--- src/rtl/shift_8x64_feed_pkg.sv ---
// Shared types and constants for the 8x64 delay-line feeder and the delay line it drives.
package shift_8x64_feed_pkg;

    localparam int WIDTH      = 8;
    localparam int DEPTH      = 64;
    localparam int TAP_STRIDE = 16;
    localparam int CNT_W      = 7;

    typedef enum logic [1:0] {
        ST_FILL  = 2'd0,
        ST_RUN   = 2'd1,
        ST_FLUSH = 2'd2
    } state_t;

    // Bit k is set when count has reached the tap at stage stride*(k+1).
    function automatic logic [3:0] tap_mask(input logic [6:0] count, input logic [6:0] stride);
        logic [3:0] mask;
        logic [8:0] thr;
        thr = {2'b00, stride};
        for (int k = 0; k < 4; k++) begin
            mask[k] = ({2'b00, count} >= thr);
            thr     = thr + {2'b00, stride};
        end
        return mask;
    endfunction

endpackage

--- src/rtl/shift_8x64_feed.sv ---
// Feeds bytes into a DEPTH-stage delay line, tracks fill level/tap validity
// and zero-fills the whole line on a flush request.
module shift_8x64_feed #(
    parameter int WIDTH      = shift_8x64_feed_pkg::WIDTH,
    parameter int DEPTH      = shift_8x64_feed_pkg::DEPTH,
    parameter int TAP_STRIDE = shift_8x64_feed_pkg::TAP_STRIDE
) (
    input  logic             clk,
    input  logic             rst_n,
    input  logic             in_valid,
    input  logic [WIDTH-1:0] in_data,
    output logic             in_ready,
    input  logic             hold,
    input  logic             flush,
    output logic             shift,
    output logic [WIDTH-1:0] sr_in,
    output logic [6:0]       fill_count,
    output logic [3:0]       tap_valid,
    output logic             busy
);
    import shift_8x64_feed_pkg::*;

    localparam logic [6:0] DEPTH_C  = 7'(DEPTH);
    localparam logic [6:0] STRIDE_C = 7'(TAP_STRIDE);

    state_t           state_r;
    logic             shift_r;
    logic [WIDTH-1:0] sr_in_r;
    logic [6:0]       fill_count_r;
    logic [3:0]       tap_valid_r;
    logic             busy_r;
    logic [6:0]       flush_cnt_r;

    logic             accept_s;
    logic [6:0]       fill_inc_s;

    // Acceptance handshake and next fill level.
    always_comb begin
        in_ready   = 1'b0;
        accept_s   = 1'b0;
        fill_inc_s = fill_count_r + 7'd1;
        if (rst_n && (state_r != ST_FLUSH) && !hold && !flush) begin
            in_ready = 1'b1;
            accept_s = in_valid;
        end else begin
            in_ready = 1'b0;
            accept_s = 1'b0;
        end
    end

    // Control FSM with fill and flush counters; the flush entry edge already
    // issues the first zero shift, so the counter starts at 1.
    always_ff @(posedge clk) begin
        if (!rst_n) begin
            state_r      <= ST_FILL;
            shift_r      <= 1'b0;
            sr_in_r      <= '0;
            fill_count_r <= 7'd0;
            tap_valid_r  <= 4'd0;
            busy_r       <= 1'b0;
            flush_cnt_r  <= 7'd0;
        end else begin
            case (state_r)
                ST_FILL, ST_RUN: begin
                    if (flush) begin
                        state_r      <= ST_FLUSH;
                        busy_r       <= 1'b1;
                        shift_r      <= 1'b1;
                        sr_in_r      <= '0;
                        flush_cnt_r  <= 7'd1;
                        fill_count_r <= 7'd0;
                        tap_valid_r  <= 4'd0;
                    end else if (accept_s) begin
                        shift_r <= 1'b1;
                        sr_in_r <= in_data;
                        if (state_r == ST_FILL) begin
                            fill_count_r <= fill_inc_s;
                            tap_valid_r  <= tap_mask(fill_inc_s, STRIDE_C);
                            if (fill_inc_s == DEPTH_C) begin
                                state_r <= ST_RUN;
                            end else begin
                                state_r <= ST_FILL;
                            end
                        end else begin
                            fill_count_r <= DEPTH_C;
                        end
                    end else begin
                        shift_r <= 1'b0;
                    end
                end
                ST_FLUSH: begin
                    if (flush_cnt_r == DEPTH_C) begin
                        state_r     <= ST_FILL;
                        busy_r      <= 1'b0;
                        shift_r     <= 1'b0;
                        flush_cnt_r <= 7'd0;
                    end else begin
                        shift_r     <= 1'b1;
                        sr_in_r     <= '0;
                        flush_cnt_r <= flush_cnt_r + 7'd1;
                    end
                end
                default: begin
                    state_r      <= ST_FILL;
                    shift_r      <= 1'b0;
                    busy_r       <= 1'b0;
                    flush_cnt_r  <= 7'd0;
                    fill_count_r <= 7'd0;
                    tap_valid_r  <= 4'd0;
                end
            endcase
        end
    end

    assign shift      = shift_r;
    assign sr_in      = sr_in_r;
    assign fill_count = fill_count_r;
    assign tap_valid  = tap_valid_r;
    assign busy       = busy_r;

endmodule

--- config.mk ---
export PLATFORM = sky130hd
export DESIGN_NAME = shift_8x64_feed
export DESIGN_NICKNAME = d
export VERILOG_FILES = /design/src/rtl/shift_8x64_feed_pkg.sv /design/src/rtl/shift_8x64_feed.sv
export SDC_FILE = /design/constraint.sdc
export NUM_CORES = 1
export LEC_CHECK = 0
export BUFFER_PORTS_ARGS = -buffer_cell sky130_fd_sc_hd__buf_2
export CAP_MARGIN = 20
export CORE_MARGIN = 2
export CORE_UTILIZATION = 45
export DETAILED_ROUTE_END_ITERATION = 6
export GPL_TIMING_DRIVEN = 1
export HOLD_SLACK_MARGIN = 0.1
export PLACE_DENSITY_LB_ADDON = 0.1
export SYNTH_ARGS = -nofsm -noshare
export SYNTH_HDL_FRONTEND = slang
export SYNTH_SLANG_ARGS = --single-unit
export TNS_END_PERCENT = 100
--- constraint.sdc ---
create_clock -name clk -period 2.5 [get_ports clk]
set_clock_uncertainty 0.05 [all_clocks]
set_input_delay 0.125 -clock clk [delete_from_list [all_inputs] [get_ports clk]]
set_output_delay 0.125 -clock clk [all_outputs]
set_load 0.02 [all_outputs]
==> results.yml, run 1 <==
outcome:
  status: "completed"
logic_synthesis:
  syn-cell-area_sq_um: 1536
  synth_top_area_cell: "dfxtp_1"
  netlist.area_leader.share: 0.3909
  synth_cell_types: 53
  yosysSeqAreaShare: 0.3909
  avgSynthCellArea_sq_um: 9.146
  syn_inst: 168
  synth_area_leaders: "dfxtp_1, a32o_1, a21oi_1"
  syn_nets: 184
  ys.flop_type: "dfxtp_1"
  synth_edf_count: 0
  ys.warnings.count: 0
  synth_common_cells: "dfxtp_1, nor2_1, a21oi_1"
  synth_most_common_cell: "dfxtp_1"
  async_flop_share: 0
  ys_ff_latch: 30
final_layout:
  drive_gt1_frac: 0.2464
  syn_to_final_growth_pct: 20.44
  instances_no_fill: 257
  final_core_util: 0.5590
  n_antenna_cell: 0
  final_area_sq_um: 1851
  fin_nets: 227
critical_path:
  endpoint_kind: "flip-flop"
  worstPathRequired_ns: 2.69
  crit_family: "compound AO/OA/AOI/OAI gates"
  r2r_cells: 5
  path_cells: "ha_1 -> and3_1 -> a31oi_1 -> o21a_1 -> o221a_1"
  r2r-end: "fill_count[6]$_SDFFE_PN0P_"
  cpPeakStageDelay_ns: 0.48
  rrSetupSlack_ns: 0.67
  cp_slowest_cell: "dfxtp_1"
  rr_startpoint: "fill_count[0]$_SDFFE_PN0P_"
  crit_path_start_kind: "flip-flop"
  startpoint: "fill_count[0]$_SDFFE_PN0P_"
  crit_type: "reg2reg"
  crit_fanout: 7
  path_buf_inv: 0
  crit_arrival_ns: 2.02
drt:
  dr.pass1.iters: 4
  ant_nets: 0
  vias: 1504
  drc: 0
  drt_iter0_drc: 134
  drt-wirelength-per-cell_um: 15.21
  viasPerCell: 5.852
  wl_mm: 3.908
min_path:
  min-delay-start: "rst_n"
  whs_endpoint: "fill_count[6]$_SDFFE_PN0P_"
  hold_class: "in2reg"
  hold_depth: 2
power:
  powerDensity_nw_per_um2: 485.5
  vdd_drop_max_mv: 0.3419
  p_leak_uw: 0.0007663
sta:
  relSlewSlack: 0.6499
  grt_setup_unrepaired: "no"
  finalCritPeriodShare: 0.7337
  fin_tns_setup_ns: 0
  tightest_slew_ns: 0.5240
  period_minus_slack_ns: 1.834
  hold_viol: 0
  finalSetupViolations: 0
  maxSlewViolCount: 0
  hold_ws_ns: 0.1491
  timing.fmax_mhz: 545.2
floorplanning:
  initial_core_util: 0.4641
  rows: 21
  pin_count: 35
  die_x_um: 62.43
  die_area_sq_um: 3898
  die_y_um: 62.43
  coreArea_sq_um: 3311
placement:
  place_area_sq_um: 1725
  gp_congestion: 0.8788
  portBuffers: 34
  dp_hpwl_mm: 2.684
  dp_cells: 242
clock_tree:
  h-tree-depth: 2
  post_cts_resized: 0
  cts.sinks: 30
  clk_path_buf_depth: 2
  clk_pin_slew_ns: 0.10
  holdBufCountCts: 8
  cts_tree: "yes"
  insertion_delay_ns: 0.33
  numCtsBuffers: 5
  root_buffer: "clkbuf_4"
  post_cts_buffers: 0
global_routing:
  grt_max_degree: 20
  grt_pass1_wl_mm: 6.858
  first_global_vias: 1447
  track_usage: 0.2196
  grt_overflow: 0
  grt_antenna_before_repair: 0
job:
  maxCapViolCount: 0
registers in the layout (all words and copies together) (netlist names):
register     cells
busy             1
fill_count       7
flush_cnt_r      7
shift            1
sr_in            8
state_r          2
tap_valid        4
cell families after synthesis:
family | Yosys count | synth area share
AND/OR/NAND/NOR | 62 | 0.2329
AO/OA/AOI/OAI | 58 | 0.2948
XOR/XNOR | 1 | 0.005701
flip-flops | 30 | 0.3909
buffers and inverters | 13 | 0.04478
multiplexers | 1 | 0.006515
adder cells (fa/ha/maj) | 3 | 0.02443
cell type report:
| cell class | instances | area [sq um] |
|---|---|---|
| Tap cell | 46 | 57.56 |
| Inverter | 6 | 22.52 |
| Sequential cell | 30 | 600.6 |
| Timing Repair Buffer | 43 | 257.7 |
| Clock buffer | 7 | 45.04 |
| Multi-Input combinational cell | 125 | 867.1 |
| Fill cell | 327 | 1460 |
routing by layer:
metal,vias to the layer above,share of wire,global-route usage
met1,711,0.47,0.2929
met4,0,0.020,0.08056
met3,11,0.048,0.05766
met2,48,0.46,0.3427
met5,-,0,0
li1,734,-,-
placed cells by master, fill, tap and decap left out, types with 2 or more instances in the layout:
master / count
buf_2: 34
dfxtp_1: 30
nor2_1: 13
a21oi_1: 11
nand2_1: 8
dlygate4sd3_1: 8
nand3_1: 7
a32o_1: 7
o21ai_1: 6
o21ai_0: 6
inv_1: 5
nor3_1: 5
and3_1: 5
clkbuf_4: 5
o211a_1: 4
a41oi_1: 4
nand3b_1: 3
a31o_1: 3
ha_1: 3
nor4_1: 2
nor3_2: 2
or3_1: 2
o21a_1: 2
nand4_1: 2
nor2_2: 2
a311oi_1: 2
and2_1: 2
clkbuf_1: 2
worst max-delay path by stage:
stage	endpoint	slack, ns	cells past startpoint
finish	fill_count[6]$_SDFFE_PN0P_	0.67	5
detailed placement	fill_count[6]$_SDFFE_PN0P_	0.71	5
floorplan	fill_count[6]$_SDFFE_PN0P_	0.76	5
global placement	fill_count[6]$_SDFFE_PN0P_	0.78	5
CTS	in_ready	0.67	3
global route	in_ready	0.49	3
per-stage QoR:
step           total power [uW]  setup WS [ns]
6_report                  898.4         0.6659
3_5_place_dp              636.9         0.7071
5_1_grt                   949.8         0.4949
4_1_cts                   907.3         0.6718
2_1_floorplan             602.6         0.7564
3_3_place_gp              634.6         0.7789
report_power, final:
| part | internal [uW] | switching [uW] | total, uW |
|---|---|---|---|
| clock | 106 | 156 | 262 |
| sequential | 489 | 14.1 | 504 |
| combinational | 52.5 | 80.7 | 133 |
| total | 648 | 251 | 898 |
Note: power is estimated with default switching activity, not from simulation.
==> inputs of run 2 (changes only) <==
==> constraint.sdc (replaced) <==
create_clock -name clk -period 1.8 [get_ports clk]
set_clock_uncertainty 0.05 [all_clocks]
set_input_delay 0.09 -clock clk [delete_from_list [all_inputs] [get_ports clk]]
set_output_delay 0.09 -clock clk [all_outputs]
set_load 0.02 [all_outputs]
==> results.yml, run 2 (synthesis gave the netlist of run 1 again) <==
floorplanning:
  die_area_sq_um: 3898
  rows: 21
  coreArea_sq_um: 3311
  die_x_um: 62.43
  pin_count: 35
  die_y_um: 62.43
  initial_core_util: 0.4641
sta:
  layout_setup_ws_ns: 0.1494
  finalSetupViolations: 0
  hold_viol: 0
  grt_setup_unrepaired: "no"
  maxSlewViolCount: 0
  timing.fmax_mhz: 605.8
  relSlewSlack: 0.7449
  finalCritPeriodShare: 0.9170
  period_minus_slack_ns: 1.651
  fin_tns_setup_ns: 0
  hold_ws_ns: 0.1463
  tightest_slew_ns: 0.3809
drt:
  dr.pass1.iters: 5
  wl_mm: 3.900
  drc: 0
  vias: 1512
  ant_nets: 0
  viasPerCell: 5.663
  drt_iter0_drc: 62
  drt-wirelength-per-cell_um: 14.61
job:
  maxCapViolCount: 0
clock_tree:
  clk_pin_slew_ns: 0.10
  root_buffer: "clkbuf_4"
  h-tree-depth: 2
  insertion_delay_ns: 0.33
  cts.sinks: 30
  clk_path_buf_depth: 2
  post_cts_buffers: 0
  numCtsBuffers: 5
  cts_tree: "yes"
power:
  powerDensity_nw_per_um2: 719.3
  switchingPower_uw: 376.0
  vdd_drop_max_mv: 0.4847
  clkPwrFrac: 0.361
  p_int_uw: 1033
  pwr-share-seq: 0.496
  swShare: 0.2668
  p_comb_frac: 0.143
  p_leak_uw: 0.0008275
min_path:
  hold_class: "in2reg"
placement:
  dp_hpwl_mm: 2.724
  place_ws_ns: 0.1487
  portBuffers: 34
  place_area_sq_um: 1785
  gp_congestion: 0.8286
final_layout:
  final_area_sq_um: 1959
  fin_nets: 236
  final_core_util: 0.5918
  n_antenna_cell: 0
  layout_commonest_cell: "buf_2"
  drive_gt1_frac: 0.2941
  syn_to_final_growth_pct: 27.52
  layout_common_cells: "buf_2, dfxtp_1, nor2_1"
  largest_reg_flops: 8
global_routing:
  track_usage: 0.2128
  gr-usage-met3: 0.05766
  grt_overflow: 0
  grtUsageMet1: 0.2839
  grt_antenna_before_repair: 0
  grt_max_degree: 17
  grt.busiest_layer: "met2"
  grtUsageMet2: 0.3333
  grt_pass1_wl_mm: 6.644
  first_global_vias: 1446
critical_path:
  crit_path_start_kind: "flip-flop"
  endpoint_kind: "flip-flop"
  crit_arrival_ns: 1.84
  path_cells: "ha_2 -> and3_1 -> a31oi_1 -> o21a_1 -> o221a_1"
  cp_slowest_cell: "dfxtp_1"
  path_buf_inv: 0
  crit_fanout: 7
  crit_type: "reg2reg"
  crit_family: "compound AO/OA/AOI/OAI gates"
  cpPeakStageDelay_ns: 0.39
  worstPathRequired_ns: 1.98
  rrSetupSlack_ns: 0.15
outcome:
  status: "completed"
## run 2: cell types whose count changed in the layout (fill, tap and decap cells not counted), sizes merged
cell,before,now
clkbuf,7,8
buf,35,43
dlygate4sd3,8,9
## run 2: area by class of cell
type	instances	area, sq um
flip-flops and latches	30	600.6
repair buffers	52	327.8
clock buffers	8	78.83
well taps	46	57.56
fillers	328	1351
multi-input cells	125	872.1
inverters	6	22.52
## run 2: layer usage
layer,share of wire,routed length [um]
met5,0,0
met4,0.012,47
met3,0.054,209
met2,0.46,1778
met1,0.48,1864
## run 2: path summary, 6_finish.rpt
path / start / endpoint / cells past startpoint
setup / recovery: fill_count[1]$_SDFFE_PN0P_ / fill_count[6]$_SDFFE_PN0P_ / 5
setup reg to reg: fill_count[1]$_SDFFE_PN0P_ / fill_count[6]$_SDFFE_PN0P_ / 5
hold reg to reg: tap_valid[3]$_SDFFE_PN0P_ / tap_valid[3]$_SDFFE_PN0P_ / 2
hold / removal: in_data[4] / sr_in[4]$_SDFFE_PN0P_ / 3
## run 2: tightest hold or removal path: cells and delay by family
family	cells	cell delay, ns
simple gates	1	0.12
buf+inv	1	0.09
compound gates	1	0.17
## run 2: what timing repair did
item	4_1_cts	5_1_grt
hold buffers	9	0
hold endpoints to repair	10	0
setup endpoints to repair	0	4
resized for setup	0	2
## run 2: per-stage QoR
| step | cells | power [uW] |
|---|---|---|
| 6_report | 267 | 1409 |
| 5_1_grt | 267 | 1472 |
| 4_1_cts | 267 | 1413 |
| 3_5_place_dp | 250 | 898.5 |
| 3_3_place_gp | 250 | 897.5 |
| 2_1_floorplan | 168 | 837.0 |
## run 2: power groups by stage
| stage | Clock (uW) | Combinational [uW] | Sequential (uW) |
|---|---|---|---|
| detailed placement | 0 | 186 | 713 |
| global route | 549 | 222 | 701 |
| finish | 509 | 202 | 699 |
| global placement | 0 | 185 | 712 |
| floorplan | 0 | 116 | 721 |
| CTS | 514 | 201 | 698 |
==> inputs of run 3 (changes only) <==
--- a/config.mk
+++ b/config.mk
@@ -13,6 +13,7 @@
 export GPL_TIMING_DRIVEN = 1
 export HOLD_SLACK_MARGIN = 0.1
 export PLACE_DENSITY_LB_ADDON = 0.1
+export SLEW_MARGIN = 20
 export SYNTH_ARGS = -nofsm -noshare
 export SYNTH_HDL_FRONTEND = slang
 export SYNTH_SLANG_ARGS = --single-unit
==> constraint.sdc (replaced) <==
create_clock -name clk -period 1.51 [get_ports clk]
set_clock_uncertainty 0.05 [all_clocks]
set_input_delay 0.0755 -clock clk [delete_from_list [all_inputs] [get_ports clk]]
set_output_delay 0.0755 -clock clk [all_outputs]
set_load 0.02 [all_outputs]
==> results.yml, run 3 (synthesis gave the netlist of run 1 again) <==
sta:
  period_minus_slack_ns: 1.510
  hold_viol: 0
  finalSetupViolations: 0
  grt_setup_unrepaired: "yes"
  tightest_slew_ns: 0.4657
  relSlewSlack: 0.6853
  timing.fmax_mhz: 662.3
  finalCritPeriodShare: 0.9999
  hold_ws_ns: 0.1286
  layout_setup_ws_ns: 0.0002105
  maxSlewViolCount: 0
critical_path:
  crit_fanout: 8
  crit_arrival_ns: 1.71
  crit_path_start_kind: "input port"
  rr_startpoint: "fill_count[0]$_SDFFE_PN0P_"
  r2r_cells: 5
  worstPathRequired_ns: 1.71
  r2r-end: "state_r[0]$_SDFFE_PN0P_"
  endpoint_kind: "flip-flop"
  crit_type: "in2reg"
  rrSetupSlack_ns: 0.04
floorplanning:
  rows: 21
  pin_count: 35
  die_y_um: 62.43
  initial_core_util: 0.4641
  die_area_sq_um: 3898
  die_x_um: 62.43
  coreArea_sq_um: 3311
final_layout:
  layout_commonest_cell: "buf_2"
  drive_gt1_frac: 0.4174
  fin_nets: 257
  final_area_sq_um: 2220
  final_core_util: 0.6704
  n_antenna_cell: 0
  largest_reg_flops: 8
  syn_to_final_growth_pct: 44.46
  layout_common_cells: "buf_2, buf_4, dfxtp_1"
  nFillCells: 302
power:
  p_total_uw: 1635
  powerDensity_nw_per_um2: 736.7
  vdd_drop_max_mv: 0.6943
  p_leak_uw: 0.0009318
global_routing:
  grt_overflow: 0
  track_usage: 0.2335
  first_global_vias: 1548
  grt_max_degree: 17
  grt_pass1_wl_mm: 7.182
  grt_antenna_before_repair: 0
min_path:
  min-delay-start: "in_data[4]"
  whs_endpoint: "sr_in[4]$_SDFFE_PN0P_"
  hold_class: "in2reg"
  hold_depth: 3
drt:
  wl_mm: 4.416
  drt_iter0_drc: 103
  drc: 0
  vias: 1623
  viasPerCell: 5.635
  drt-wirelength-per-cell_um: 15.33
  ant_nets: 0
  dr.pass1.iters: 4
placement:
  dp_hpwl_mm: 2.991
  portBuffers: 34
  gp_congestion: 0.8825
  place_ws_ns: -0.02953
  place_area_sq_um: 1933
clock_tree:
  numCtsBuffers: 5
  h-tree-depth: 2
  clk_pin_slew_ns: 0.09
  insertion_delay_ns: 0.33
  root_buffer: "clkbuf_4"
  clk_path_buf_depth: 2
  cts.sinks: 30
  cts_tree: "yes"
job:
  maxCapViolCount: 0
outcome:
  status: "completed"
[run 3: cell count changes in the layout (fill, tap and decap cells not counted), sizes merged]
| cell | before | now |
|---|---|---|
| o22ai | 1 | 2 |
| clkbuf | 8 | 7 |
| clkinv | 1 | 2 |
| buf | 43 | 63 |
[run 3: cell type report]
type                            instances  area (sq um)  area share
Inverter                                6         22.52     0.01015
Sequential cell                        30         618.1      0.2785
Tap cell                               46         57.56     0.02593
Timing Repair Buffer                   72         480.5      0.2165
Clock buffer                            7         55.05     0.02480
Multi-Input combinational cell        126         980.9      0.4419
Clock inverter                          1         5.005    0.002255
[run 3: through the flow]
stage | instances | setup TNS [ns]
final | 288 | 0
after global routing | 288 | -0.1487
after detailed placement | 267 | -0.02953
after global placement | 267 | 0
after CTS | 284 | 0
after floorplan | 168 | 0
[run 3: routing by layer]
metal / global-route usage / vias to the layer above / part of all wire
met5: 0 / - / 0
met4: 0.08056 / 0 / 0.018
met3: 0.05586 / 9 / 0.051
met2: 0.3683 / 62 / 0.48
met1: 0.3133 / 752 / 0.45
li1: - / 800 / -
[run 3: report_power, final]
group | leakage [uW] | internal (uW) | switching [uW]
Clock | 0.0000353 | 225 | 276
Combinational | 0.000649 | 141 | 172
Sequential | 0.000247 | 806 | 14.3
Total | 0.000932 | 1170 | 462
[run 3: worst max path at each step]
stage,from,endpoint,cells past startpoint
finish,flush,flush_cnt_r[3]$_SDFFE_PN0N_,7
global route,fill_count[0]$_SDFFE_PN0P_,state_r[0]$_SDFFE_PN0P_,5
CTS,flush_cnt_r[0]$_SDFFE_PN0N_,flush_cnt_r[6]$_SDFFE_PN0N_,5
detailed placement,flush_cnt_r[0]$_SDFFE_PN0N_,flush_cnt_r[6]$_SDFFE_PN0N_,5
global placement,fill_count[1]$_SDFFE_PN0P_,state_r[0]$_SDFFE_PN0P_,5
floorplan,fill_count[0]$_SDFFE_PN0P_,fill_count[6]$_SDFFE_PN0P_,5
[run 3: critical path: stages]
cell and delay [ns]:
dlygate4sd3_1 0.52, buf_2 0.18, or2_1 0.27, buf_4 0.19, buf_4 0.16, o211a_1 0.15
nor3_2 0.16
[run 3: repair_timing]
item / 4_1_cts / 5_1_grt
pin swaps: 0 / 9
endpoints found under the hold margin: 10 / 0
hold buffers: 9 / 0
resized for setup: 6 / 17
cloned: 0 / 1
setup endpoints to repair: 3 / 20
buffers inserted: 0 / 3
